$ cat config.mk
export PLATFORM = sky130hd
export DESIGN_NAME = command_fetch
export DESIGN_NICKNAME = d
export VERILOG_FILES = /design/src/rtl/command_fetch.sv
export SDC_FILE = /design/constraint.sdc
export NUM_CORES = 1
export LEC_CHECK = 0
export CELL_PAD_IN_SITES_DETAIL_PLACEMENT = 1
export CELL_PAD_IN_SITES_GLOBAL_PLACEMENT = 1
export CORE_MARGIN = 2
export CORE_UTILIZATION = 34
export CTS_CLUSTER_SIZE = 24
export DETAILED_ROUTE_END_ITERATION = 10
export PLACE_DENSITY_LB_ADDON = 0.3
export SYNTH_ARGS = -nofsm -noshare
export SYNTH_HDL_FRONTEND = slang
export SYNTH_SLANG_ARGS = --single-unit
$ cat constraint.sdc
create_clock -name clk -period 3.07 [get_ports clk]
set_input_delay 0.614 -clock clk [delete_from_list [all_inputs] [get_ports clk]]
set_output_delay 0.614 -clock clk [all_outputs]
set_load 0.02 [all_outputs]
$ cat src/rtl/command_fetch.sv
// Command sequencer: holds the program counter, reads program memory with a
// one-cycle read latency and presents one command at a time over valid/ready.
module command_fetch #(
  parameter int                ADDR_W      = 8,
  parameter logic [ADDR_W-1:0] START_ADDR  = '0,
  parameter logic [15:0]       HALT_OPCODE = 16'hFFFF
) (
  input  logic              clk,
  input  logic              rst_n,
  input  logic              run,
  output logic [ADDR_W-1:0] mem_addr,
  output logic              mem_rd,
  input  logic [15:0]       mem_data,
  output logic [15:0]       command,
  output logic              cmd_valid,
  input  logic              cmd_ready,
  input  logic              jump,
  input  logic [ADDR_W-1:0] jump_addr,
  output logic [ADDR_W-1:0] pc,
  output logic              halted
);

  // state    | meaning
  // S_IDLE   | waiting for run
  // S_ISSUE  | read strobe high, mem_addr = pc
  // S_WAIT   | read data arrives, decoded at cycle end
  // S_PRESENT| command valid, waiting for cmd_ready
  // S_HALT   | halt word fetched, absorbing until reset
  typedef enum logic [2:0] {
    S_IDLE,
    S_ISSUE,
    S_WAIT,
    S_PRESENT,
    S_HALT
  } state_e;

  state_e            state_q, state_d;
  logic [ADDR_W-1:0] pc_q, pc_d;
  logic [ADDR_W-1:0] mem_addr_q, mem_addr_d;
  logic              mem_rd_q, mem_rd_d;
  logic [15:0]       command_q, command_d;
  logic              cmd_valid_q, cmd_valid_d;
  logic              halted_q, halted_d;

  always_comb begin
    state_d     = state_q;
    pc_d        = pc_q;
    mem_addr_d  = mem_addr_q;
    mem_rd_d    = 1'b0;
    command_d   = command_q;
    cmd_valid_d = cmd_valid_q;
    halted_d    = halted_q;

    case (state_q)
      S_IDLE: begin
        if (run) begin
          state_d  = S_ISSUE;
          mem_rd_d = 1'b1;
        end
      end
      S_ISSUE: begin
        state_d = S_WAIT;
      end
      S_WAIT: begin
        if (mem_data == HALT_OPCODE) begin
          state_d  = S_HALT;
          halted_d = 1'b1;
        end else begin
          command_d   = mem_data;
          cmd_valid_d = 1'b1;
          state_d     = S_PRESENT;
        end
      end
      S_PRESENT: begin
        if (cmd_ready) begin
          pc_d        = jump ? jump_addr : pc_q + ADDR_W'(1);
          mem_addr_d  = pc_d;
          cmd_valid_d = 1'b0;
          if (run) begin
            state_d  = S_ISSUE;
            mem_rd_d = 1'b1;
          end else begin
            state_d = S_IDLE;
          end
        end
      end
      S_HALT: begin
        state_d = S_HALT;
      end
      default: begin
        state_d = S_IDLE;
      end
    endcase
  end

  always_ff @(posedge clk or negedge rst_n) begin
    if (!rst_n) begin
      state_q     <= S_IDLE;
      pc_q        <= START_ADDR;
      mem_addr_q  <= START_ADDR;
      mem_rd_q    <= 1'b0;
      command_q   <= 16'h0000;
      cmd_valid_q <= 1'b0;
      halted_q    <= 1'b0;
    end else begin
      state_q     <= state_d;
      pc_q        <= pc_d;
      mem_addr_q  <= mem_addr_d;
      mem_rd_q    <= mem_rd_d;
      command_q   <= command_d;
      cmd_valid_q <= cmd_valid_d;
      halted_q    <= halted_d;
    end
  end

  assign mem_addr  = mem_addr_q;
  assign mem_rd    = mem_rd_q;
  assign command   = command_q;
  assign cmd_valid = cmd_valid_q;
  assign pc        = pc_q;
  assign halted    = halted_q;

endmodule

Word level (Yosys, flattened, before mapping)
Cells that the tools add are included.
{"block": "totals", "in_bits": 29, "register_bits": 30, "wordCells": 35, "out_inout_bits": 35}
{"block": "classes", "reduce_logical": 7, "eq_ne": 8, "n_addsub": 1, "muxes": 12, "n_bitwise": 1}
{"operator": "$eq 16x16->1 const B", "count": 1}
{"operator": "$pmux 3 s5", "count": 1}
{"operator": "$mux 3", "count": 3}
{"operator": "$add 8x1->8 const B", "count": 1}
{"operator": "$mux 8", "count": 1}
{"operator": "$reduce_and 2->1", "count": 4}
{"operator": "$eq 3x2->1 const B", "count": 2}
{"operator": "$ne 2x2->1 const B", "count": 3}
{"operator": "$mux 1", "count": 5}
{"operator": "$pmux 1 s2", "count": 2}
{"operator": "$eq 3x1->1 const B", "count": 1}
{"operator": "$eq 3x3->1 const B", "count": 1}
{"operator": "$logic_not 3->1", "count": 1}
{"operator": "$reduce_and 3->1", "count": 1}
{"operator": "$reduce_bool 2->1", "count": 1}
{"operator": "$not 1->1", "count": 1}

Longest topological paths before layout
{"block": "logic_depth", "word_depth": 3, "depth_mapped": 5, "mapped_depth_nobuf": 5}

Least setup slack after synthesis
No wires, ideal clock.
{"block": "synth_path", "path_kind": "input-to-reg", "startpoint": "input port mem_data[14]", "endpoint": "register command_q[10], in the netlist command[10]", "n_path_buf": 1, "required_time_ps": 2945, "stages": 5, "path_slack_ps": 1210, "arrival_time_ps": 1735, "setup_time_ps": 125, "cell_sequence": "nand4_1 -> nor4_4 -> nor3_4 -> buf_12 -> mux2_4"}
{"block": "synth_between", "elab_chain_len": 3}
{"element": "start: declaration", "line_no": "13", "text": "input logic [15:0] mem_data,"}
{"element": "$eq 16x16->1", "line_no": "65", "text": "if (mem_data == HALT_OPCODE) begin"}
{"element": "$not 1->1 (no line)"}
{"element": "$reduce_and 2->1 (no line)"}
{"element": "end signal: assignment", "line_no": "110", "text": "command_q <= command_d;"}
{"element": "end: declaration", "line_no": "41", "text": "logic [15:0] command_q, command_d;"}
Every way passes these cells.
A chain may end at the register's enable or synchronous reset.

Worst setup path in the final report
{"block": "layout_path", "startpoint": "input port mem_data[13]", "endpoint": "register command_q[2], in the netlist command[2]"}
The elaborated chain is that of the path after synthesis.

==> impl_metrics.yaml <==
clock_tree:
  cts_resized: 0
  clkLatencyLatePin_ns: 0.28
  number_of_buffers_inserted_during_clock_tree_synthesis: 5
  root_buffer: "clkbuf_8"
  cts_setup_buffers: 0
  cts_tree: "built"
  cts_hold_buf: 0
  clock_transition_at_the_registers_of_the_reported_paths_ns: 0.07
  ctsLongestPathBuffers: 2
  clock-sinks: 30
  ctsHtreeMaxLevel: 2
power_and_ir_drop:
  combPwrFrac_pct: 51.2
  ir_drop_v: 0.000630
  p_sw_share_pct: 37.9
  clockPowerShare_pct: 16.7
  cellInternalPower_mw: 1.47
  power.leakage_nw: 0.924
  power.density_cell_area_nw_per_um2: 1070
  power_frac_seq_pct: 32.1
  netSwitchingPower_mw: 0.897
detailed_routing:
  num_vias: 1219
  wl_um: 3840
  wl_met2_um: 1930
  avgRoutedWirePerCell_um: 15.9
  route.antenna.remaining_nets: 0
  route.top_layer_used: "met4"
  drt_first_iter_violations: 37
  drt_first_pass_iters: 2
  wl_met3_um: 297
  drc: 0
  mean_number_of_vias_per_cell: 5.04
  detail_route.wirelength.met1_um: 1540
outcome:
  outcome: "completed"
setup_path:
  timing.rr.end: "command[2]"
  setup_crit_path_kind: "primary input to register"
  worst-endpoint-arrival_ns: 2.50
  reg2reg_depth: 3
  cp-start-kind: "primary input"
  ff2ff_setup_slack_ns: 1.07
  worst_setup_path_startpoint: "mem_data[13]"
  worst_path_largest_cell_delay_ns: 0.76
  cpMaxStageDelayCell: "nor3_4"
  critical_path.max_fanout: 17
  cp-end-kind: "register"
  worstPathRequired_ns: 3.24
  timing.rr.start: "state_q[0]"
  cp_cell_sequence: "clkdlybuf4s50_1 > nand4_1 > nor4_4 > nor3_4 > mux2_2"
floorplanning:
  io_pins: 64
  dieHeight_um: 70.6
  core_area_sq_um: 4320
  floorplan.initialDensity_pct: 34.8
  die_w_um: 70.6
  fp-row-count: 24
  design.die.area_sq_um: 4980
synth:
  synth_top_family_by_area: "multiplexers"
  syn_inst: 132
  synth-adder-area-share_pct: 0.831
  yosys.area_share.simple_pct: 15.1
  cell_area_after_synthesis_sq_um: 1510
  seq_area_frac_synth_pct: 49.8
  ys_seq_elements: 30
  synthTopCellsByArea: "dfrtp_1 50%, mux2_4 9.0%, mux2_2 5.2%, buf_4 4.0%, a21oi_1 3.0%"
  synth.lib_cells_used.distinct: 33
  synthMuxAreaShare_pct: 16.2
  avgSynthCellArea_sq_um: 11.4
  xor_xnor_cell_area_share_of_the_yosys_netlist_pct: 0
  syn-num-nets: 162
  synth-compound-area-share_pct: 10.5
  yosys.area.top_type: "dfrtp_1"
  synthesis_warning_total: 0
  synthDominantCellAreaShare_pct: 49.8
global_route:
  grt_antenna_before_repair: 0
  gr-usage-all-layers_pct: 16.8
  vias_in_the_first_global_route: 1284
  maximum_number_of_pins_on_one_net_before_global_route_repair: 31
  grt_first_pass_wirelength_um: 6560
  grt_overflow_total: 0
placement:
  gpl.final_weighted_congestion: 0.717
  portBuffers: 63
  place_area_sq_um: 2110
  dp.final_hpwl_um: 2850
min_path:
  timing.hold.worst.class: "register to register"
  whs_endpoint: "cmd_valid"
  hp-start: "cmd_valid"
  hold_path_depth: 1
sta:
  tightest_slew_ns: 0.924
  finalSetupViolCount: 0
  setup_total_negative_slack_ns: 0
  achievable-frequency_ghz: 0.430
  post_route_clock_period_utilization_pct: 75.8
  final_count_of_pins_violating_max_slew: 0
  clock_skew_ns: 0.00769
  timing.slew.headroom_pct: 38.2
  post_layout_min_period_ns: 2.33
  rsz_0062_raised_after_global_routing: "false"
  hold_violations: 0
layout:
  fillerInstances: 471
  post_route_cell_area_sq_um: 2220
  num_antenna_cells: 0
  final_common_cell: "clkdlybuf4s50_1"
  final_cell_mix: "63 x clkdlybuf4s50_1, 30 x dfrtp_1, 10 x nor2_1, 9 x a21oi_1, 9 x mux2_4"
  post_route_cells_drive_above_1_share_pct: 14.7
  area.growth.synth_to_final_pct: 47.4
  finish.net_count: 219
run:
  cap_viol_max_count: 0
## per-stage QoR
stage | hold WS [ns] | util [%] | setup WS [ns] | power, mW | instances
after floorplan | 0.318 | - | 1.21 | 1.50 | 132
after global placement | 0.470 | 48.8 | 0.454 | 1.95 | 234
after detailed placement | 0.476 | 48.8 | 0.398 | 1.99 | 234
after CTS | 0.492 | 51.4 | 0.709 | 2.40 | 242
after global routing | 0.512 | 51.4 | 0.635 | 2.52 | 242
final | 0.489 | 51.4 | 0.742 | 2.37 | 242
## registers in the layout (all words and copies together), names as in the netlist
signal,flops
halted,1
mem_rd,1
mem_addr,8
state_q,3
command,16
cmd_valid,1
## worst max path at each step
stage	endpoint	slack [ns]	cells past startpoint
CTS	command[2]	0.71	5
detailed placement	command[2]	0.40	5
global placement	command[0]	0.45	5
global route	command[2]	0.64	5
finish	command[2]	0.74	5
floorplan	command[10]	1.21	5
## power by group through the flow
stage          sequential (mW)  clock, mW  combinational (mW)
3_5_place_dp             0.764          0                1.23
3_3_place_gp             0.749          0                1.20
4_1_cts                  0.764      0.408                1.23
6_report                 0.762      0.395                1.21
2_1_floorplan            0.926          0               0.573
5_1_grt                  0.794      0.429                1.30
## cells in the mapped netlist, drive strengths merged
cell and instances:
a21o 2, nor3 4, nand4b 1, a31oi 2
nor2 10, nor4 1, nand3b 1, nor2b 1
ha 1, a2bb2oi 1, nand2b 1, nor3b 2
a32o 1, mux2i 3, o21ai 6, nand2 6
nand4 5, mux2 16, o22a 1, inv 4
clkbuf 5, o2bb2ai 1, nand3 5, dfrtp 30
o21bai 1, buf 9, a21oi 9, and3 1
and3b 1, a2111oi 1
## worst max-delay path: cells and delay by family
family / cells / cell delay, ns
AND/OR/NAND/NOR: 3 / 1.03
multiplexers: 1 / 0.43
buffers and inverters: 1 / 0.42
## layout make-up
class	count	area [sq um]	share of cell area [%]
inverters	4	15.0	0.676
clock buffers	6	72.6	3.27
flip-flops and latches	30	751	33.8
repair buffers	64	638	28.7
clock inverters	2	37.5	1.69
well taps	52	65.1	2.93
multi-input cells	84	642	28.9
## layer usage
layer  track usage [%]  vias up
met3              5.84        7
met4              6.29        0
met5                 0        -
li1                  -      579
met2              27.5       47
met1              20.8      586
## cell families after synthesis
| family | Yosys count |
|---|---|
| fa+ha+maj | 1 |
| mux | 19 |
| simple gates | 39 |
| flops | 30 |
| compound gates | 25 |
| buf+inv | 18 |
No activity file was read; power rests on OpenSTA's default activity.
